<file path="src/rtl/two_sec_timer.sv">
// two_sec_timer: answers a "wait N ticks" request from the game FSM.
// A prescaler divides clk_50M down to the tick rate. The counter then counts
// DELAY_TICKS ticks and raises o_Done, which holds until the request is released.
// o_State exposes the FSM state register for debug and checker binding.
//
// Handshake (4-phase level): the requester raises i_Req and holds it high.
// The timer runs while i_Req is high (o_Busy=1), then asserts o_Done and
// holds it for as long as i_Req stays high. The requester then drops i_Req,
// and o_Done falls after the next edge. Dropping i_Req before o_Done aborts
// the delay without a done pulse. A new delay needs i_Req low for at least
// one edge first.
module two_sec_timer #(
  parameter int CLK_HZ      = 50000000,
  parameter int TICK_HZ     = 2000,
  parameter int DELAY_TICKS = 4000,
  parameter int WIDTH       = 12
) (
  input  logic             clk_50M,
  input  logic             i_Reset_n,
  input  logic             i_Req,
  input  logic             i_Pause,
  output logic             o_Busy,
  output logic             o_Done,
  output logic [WIDTH-1:0] o_Count,
  output logic [1:0]       o_State
);

  localparam int DIV = CLK_HZ / TICK_HZ;
  localparam int PW  = $clog2(DIV);

  typedef enum logic [1:0] {
    S_IDLE = 2'd0,
    S_RUN  = 2'd1,
    S_DONE = 2'd2
  } state_t;

  state_t           r_state;
  logic [PW-1:0]    r_presc;
  logic [WIDTH-1:0] r_count;

  state_t           w_state_nxt;
  logic [PW-1:0]    w_presc_nxt;
  logic [WIDTH-1:0] w_count_nxt;
  logic             w_tick;
  logic [WIDTH-1:0] w_count_inc;

  assign w_tick      = (r_presc == PW'(DIV - 1));
  assign w_count_inc = r_count + WIDTH'(1);

  // State, prescaler and tick counter registers; async reset clears all of them
  always_ff @(posedge clk_50M or negedge i_Reset_n) begin
    if (!i_Reset_n) begin
      r_state <= S_IDLE;
      r_presc <= '0;
      r_count <= '0;
    end else begin
      r_state <= w_state_nxt;
      r_presc <= w_presc_nxt;
      r_count <= w_count_nxt;
    end
  end

  // Next-state logic: start on request, count unpaused cycles, abort on release
  always_comb begin
    w_state_nxt = r_state;
    w_presc_nxt = r_presc;
    w_count_nxt = r_count;
    case (r_state)
      S_IDLE: begin
        if (i_Req) begin
          w_state_nxt = S_RUN;
          w_presc_nxt = '0;
          w_count_nxt = '0;
        end
      end
      S_RUN: begin
        if (!i_Req) begin
          // Abort wins over a final tick on the same edge; count is kept.
          w_state_nxt = S_IDLE;
        end else if (!i_Pause) begin
          if (w_tick) begin
            w_presc_nxt = '0;
            w_count_nxt = w_count_inc;
            if (w_count_inc == WIDTH'(DELAY_TICKS)) begin
              w_state_nxt = S_DONE;
            end
          end else begin
            w_presc_nxt = r_presc + PW'(1);
          end
        end
      end
      S_DONE: begin
        if (!i_Req) begin
          w_state_nxt = S_IDLE;
        end
      end
      default: begin
        w_state_nxt = S_IDLE;
      end
    endcase
  end

  // Outputs are decoded straight from registers, so no input reaches them combinationally
  always_comb begin
    o_Busy  = (r_state == S_RUN);
    o_Done  = (r_state == S_DONE);
    o_Count = r_count;
    o_State = r_state;
  end

endmodule

</file>
<file path="config.mk">
export PLATFORM = sky130hd
export DESIGN_NAME = two_sec_timer
export DESIGN_NICKNAME = d
export VERILOG_FILES = /design/src/rtl/two_sec_timer.sv
export SDC_FILE = /design/constraint.sdc
export NUM_CORES = 1
export LEC_CHECK = 0
export ABC_AREA = 0
export ABC_CLOCK_PERIOD_IN_PS = 2900
export CAP_MARGIN = 15
export CELL_PAD_IN_SITES_DETAIL_PLACEMENT = 0
export CELL_PAD_IN_SITES_GLOBAL_PLACEMENT = 1
export CORE_MARGIN = 2
export CORE_UTILIZATION = 47
export DETAILED_ROUTE_END_ITERATION = 12
export DONT_BUFFER_PORTS = 1
export PLACE_DENSITY = 0.82
export SETUP_SLACK_MARGIN = 0.3
export SYNTH_ARGS = -nofsm -noshare
export SYNTH_HDL_FRONTEND = slang
export SYNTH_SLANG_ARGS = --single-unit
</file>
<file path="constraint.sdc">
create_clock -name clk_50M -period 2.9 [get_ports clk_50M]
set_input_delay 0.435 -clock clk_50M [delete_from_list [all_inputs] [get_ports clk_50M]]
set_output_delay 0.435 -clock clk_50M [all_outputs]
set_load 0.005 [all_outputs]
</file>
---- Yosys cells after proc, flatten, opt, wreduce, memory -nomap -nowiden ----
Index checks and enable logic that the tools add are counted.
cells by class
  muxes and demuxes ....................... 17
  $lt $le $gt $ge ......................... 0
  bitwise logic cells ..................... 0
  eq/ne operators ......................... 12
  divide/modulo/power cells ............... 0
  add/sub/neg operators ................... 2
  shift operators ......................... 0
  multiply operators ...................... 0
  reduce and logical (&&, ||, !) cells .... 5
operator list
  operator                                                                 number
  15-bit 2-to-1 mux                                                        4
  12-bit 2-to-1 mux                                                        4
  15-bit one-hot mux with 2 select lines                                   1
  12-bit one-hot mux with 2 select lines                                   1
  15-bit by 1-bit adder with 15-bit output, second input constant          1
  15-bit equality test, second input constant                              1
  12-bit by 1-bit adder with 12-bit output, second input constant          1
  12-bit equality test, second input constant                              1
  2-bit 2-to-1 mux                                                         6
  5-bit AND reduction                                                      2
  2-bit inequality test, second input constant                             4
  3-bit by 2-bit inequality test with 1-bit output, second input constant  2
  2-bit one-hot mux with 3 select lines                                    1
  4-bit AND reduction                                                      1
  3-bit inequality test, second input constant                             1
  2-bit by 1-bit equality test with 1-bit output, second input constant    1
  2-bit equality test, second input constant                               1
  2-bit logical NOT                                                        1
  2-bit by 1-bit inequality test with 1-bit output, second input constant  1
  2-bit nonzero test                                                       1
word-level totals
  memories kept ........................... 0
  input port bits ......................... 4
  word-level logic and storage cells ...... 39
  bits in registers ....................... 29
  bits in writable memories ............... 0
  output and inout bits ................... 16
  ROM bits ................................ 0
  bits in latches ......................... 0

---- Depth between registers and ports, before layout ----
  word-level depth ........................ 7
  depth in mapped cells ................... 7
  mapped depth without buffers ............ 6

---- Least setup slack after synthesis ----
OpenSTA, ideal clock, no wires.
  path kind ............................... register -> register
  start ................................... register r_presc[12]
  end ..................................... register r_state[0] (netlist: o_State[0])
  library setup time ...................... 0.125 ns
  stages on the path, launching flop included .. 6
  buffers on the path ..................... 0
  data arrival time ....................... 2.142 ns
  setup slack ............................. 0.633 ns
  path through ............................ dfrtp_1 -> or4b_1 -> or4_4 -> nor4_1 -> nand4_1 -> mux2_2
on the way
  cells in the longest elaborated chain, start to end .. 3
ends and longest elaborated chain
  what                                                        RTL line  source
  start: declaration                                          38        logic [PW-1:0] r_presc;
  start signal: assignment                                    58        r_presc <= w_presc_nxt;
  15-bit equality test                                        47        assign w_tick = (r_presc == PW'(DIV - 1));
  3-bit by 2-bit inequality test with 1-bit output (no line)  n/a
  5-bit AND reduction (no line)                               n/a
  end signal: assignment                                      57        r_state <= w_state_nxt;
  end: declaration                                            37        state_t r_state;
No other way between the ends.
A chain may end at the register's enable or synchronous reset.

---- Worst setup path in the final report ----
Same ends and word-level chain as after synthesis.

==> results.py <==
metrics = {
    "outcome": {
        "outcome": "completed",
    },
    "yosys": {
        "ys_types": 39,
        "yosysTopAreaCell": "dfrtp_1",
        "yosys-top-cells-count": "dfrtp_1, nand2_1, o21ai_0",
        "synth.most_common_cell": "dfrtp_1",
        "synthTopCellsByArea": "dfrtp_1, o21ai_0, xor2_1",
        "yosys_warnings": 0,
        "synth_edf_count": 0,
        "synth_cells": 186,
        "avgSynthCellArea_um2": 8.95,
        "synth_area_mm2": 0.00166,
        "yosys_most_used_dff": "dfrtp_1",
        "synth-async-reset-ratio": 1.00,
        "synth_top_area_frac": 0.436,
        "syn-num-nets": 193,
        "ys_seq_area_frac": 0.436,
        "synth_seq_cells": 29,
    },
    "cts": {
        "cts.sinks": 29,
        "clkTransAtPathRegs_ns": 0.10,
        "cts_buffer_depth": 2,
        "cts.htree.levels": 2,
        "cts_buffers": 5,
        "cts_tree": "built",
        "cts-root-buf": "clkbuf_4",
        "clock_latency_ns": 0.33,
    },
    "timing": {
        "slew_viol_final": 0,
        "holdWs_ns": 0.226,
        "finalWorstSetupSlack_ns": 0.507,
        "clock_skew_ns": 0.0117,
        "setup_violations": 0,
        "min_period_ns": 2.39,
        "worst_pin_slew_ns": 0.837,
        "slew_headroom": 0.434,
        "setup_tns_ns": 0,
        "fmax_mhz": 418,
        "rsz0062_at_grt": "no",
        "final_hold_viol_count": 0,
        "final.period_utilization": 0.825,
    },
    "placed_design": {
        "placed_area_mm2": 0.00171,
        "detailedPlace.worstSlack_ns": 0.519,
        "dp.final_hpwl_um": 2580,
        "globalplace.congestion": 0.849,
        "io_buffer_count": 0,
    },
    "critical_path": {
        "cp-end-kind": "flip-flop",
        "reg2reg_to": "o_State[0]",
        "timing.rr.start": "r_presc[12]",
        "r2r_cells": 5,
        "worst_ep_arrival_time_ns": 2.62,
        "crit_type": "flip-flop to flip-flop",
        "required_ns": 3.12,
        "critPathLaunchType": "flip-flop",
        "rrSetupSlack_ns": 0.51,
        "crit_start": "r_presc[12]",
        "critPathMaxFanout": 5,
    },
    "pwr": {
        "peakVddDrop_mv": 0.202,
        "p_leak_uw": 0.000751,
        "powerDensity_mw_per_mm2": 418,
    },
    "detailed_routing": {
        "vias": 1445,
        "ant_nets": 0,
        "initialDrtViolationCount": 125,
        "viasPerCell": 6.07,
        "wire_per_inst_um": 15.6,
        "wl_um": 3700,
        "drtPass1Iterations": 4,
        "drc": 0,
    },
    "layout": {
        "drive_gt1_frac": 0.0781,
        "multiInputGateArea_um2": 901,
        "utilization": 0.532,
        "seqCellArea_um2": 726,
        "areaGrowthSynthToFinish_pct": 7.44,
        "n_fill_cell": 337,
        "finalNetCount": 198,
        "diodes": 0,
        "design_area_mm2": 0.00179,
    },
    "min_path": {
        "hp-start": "i_Req",
        "min_path_type": "input pin to flip-flop",
        "min_path_cells": 2,
        "worstHoldEndpoint": "o_State[1]",
    },
    "global_route": {
        "grt_pass1_vias": 1390,
        "grt.overflow.total": 0,
        "grt_max_degree": 30,
        "track_usage": 0.200,
        "antenna_found_initial": 0,
        "grt_pass1_wl_um": 6270,
    },
    "die": {
        "die_h_um": 63.5,
        "core_mm2": 0.00336,
        "dieArea_mm2": 0.00403,
        "num_io_pins": 20,
        "start_util": 0.495,
        "rows": 21,
        "die_w_um": 63.5,
    },
    "flow_run": {
        "cap_violations": 0,
    },
}
## how the worst max path moves through the flow
stage | to | cells past startpoint
final | o_State[0] | 5
after global routing | o_State[0] | 5
after CTS | o_State[0] | 5
after detailed placement | o_State[0] | 5
after global placement | o_State[0] | 5
after floorplan | o_State[0] | 5
## report_power, final
| group | internal, uW | switching (uW) | total (uW) |
|---|---|---|---|
| logic | 26.1 | 42.5 | 68.5 |
| registers | 419 | 25.9 | 445 |
| clock network | 92.2 | 142 | 234 |
## logic make-up (layout without fill, tap and decap cells)
kind of cell             after synthesis  count (layout)  share of synthesized area
flip-flops                            29              29                      0.436
AND/OR/NAND/NOR                       86              86                      0.266
multiplexers                           1               1                    0.00677
adder cells (fa/ha/maj)                3               3                     0.0226
buffers and inverters                  8              14                     0.0226
AO/OA/AOI/OAI                         46              46                      0.177
XOR/XNOR                              13              13                     0.0684
## state kept, by name (all words and copies together), names as in the netlist
signal,count
o_State,2
o_Count,12
r_presc,15
## timing repair
| item | in CTS | in global routing |
|---|---|---|
| resized for setup | 0 | 0 |
| hold endpoints to repair | 29 | 0 |
| setup endpoints to repair | 0 | 0 |
| hold buffers | 2 | 0 |
| setup buffers | 0 | 0 |
## through the flow
step,instances,power (uW)
CTS,238,761
global placement,228,509
global route,238,796
floorplan,186,493
finish,238,748
detailed placement,228,510
## final cells by class
cell class                 instances  share of cell area
sequential                        29               0.406
timing repair buffer               4              0.0252
multi-input combinational        149               0.504
clock buffer                       6              0.0231
inverter                           2             0.00420
tap                               46              0.0322
clock inverter                     2             0.00560
## cells in the final DEF (no fill, tap or decap), types with 3 or more instances in the layout
cell / Yosys / layout
nand2b_1: 3 / 3
o21ai_0: 20 / 20
nand3_1: 11 / 11
a21oi_1: 6 / 6
a31oi_1: 4 / 4
ha_1: 3 / 3
nor2_1: 19 / 19
nand2_1: 21 / 21
o22ai_1: 3 / 3
o31ai_1: 5 / 5
nand4_1: 8 / 8
xor2_1: 11 / 11
clkbuf_4: 0 / 5
nor2b_1: 5 / 5
or3_1: 4 / 4
dfrtp_1: 29 / 29
## critical path, stage by stage (launching register included)
cell	delay, ns
dfrtp_1	0.42
or4b_1	0.53
or4_4	0.57
nor4_1	0.30
nand4_1	0.17
mux2_2	0.30
## metal layers
| metal | vias up | wire length, um | track usage |
|---|---|---|---|
| li1 | 694 | - | - |
| met1 | 703 | 1510 | 0.227 |
| met2 | 40 | 1950 | 0.347 |
| met3 | 8 | 166 | 0.0607 |
| met4 | 0 | 70 | 0.0788 |
| met5 | - | 0 | 0 |
Note: power is estimated with default switching activity, not from simulation.
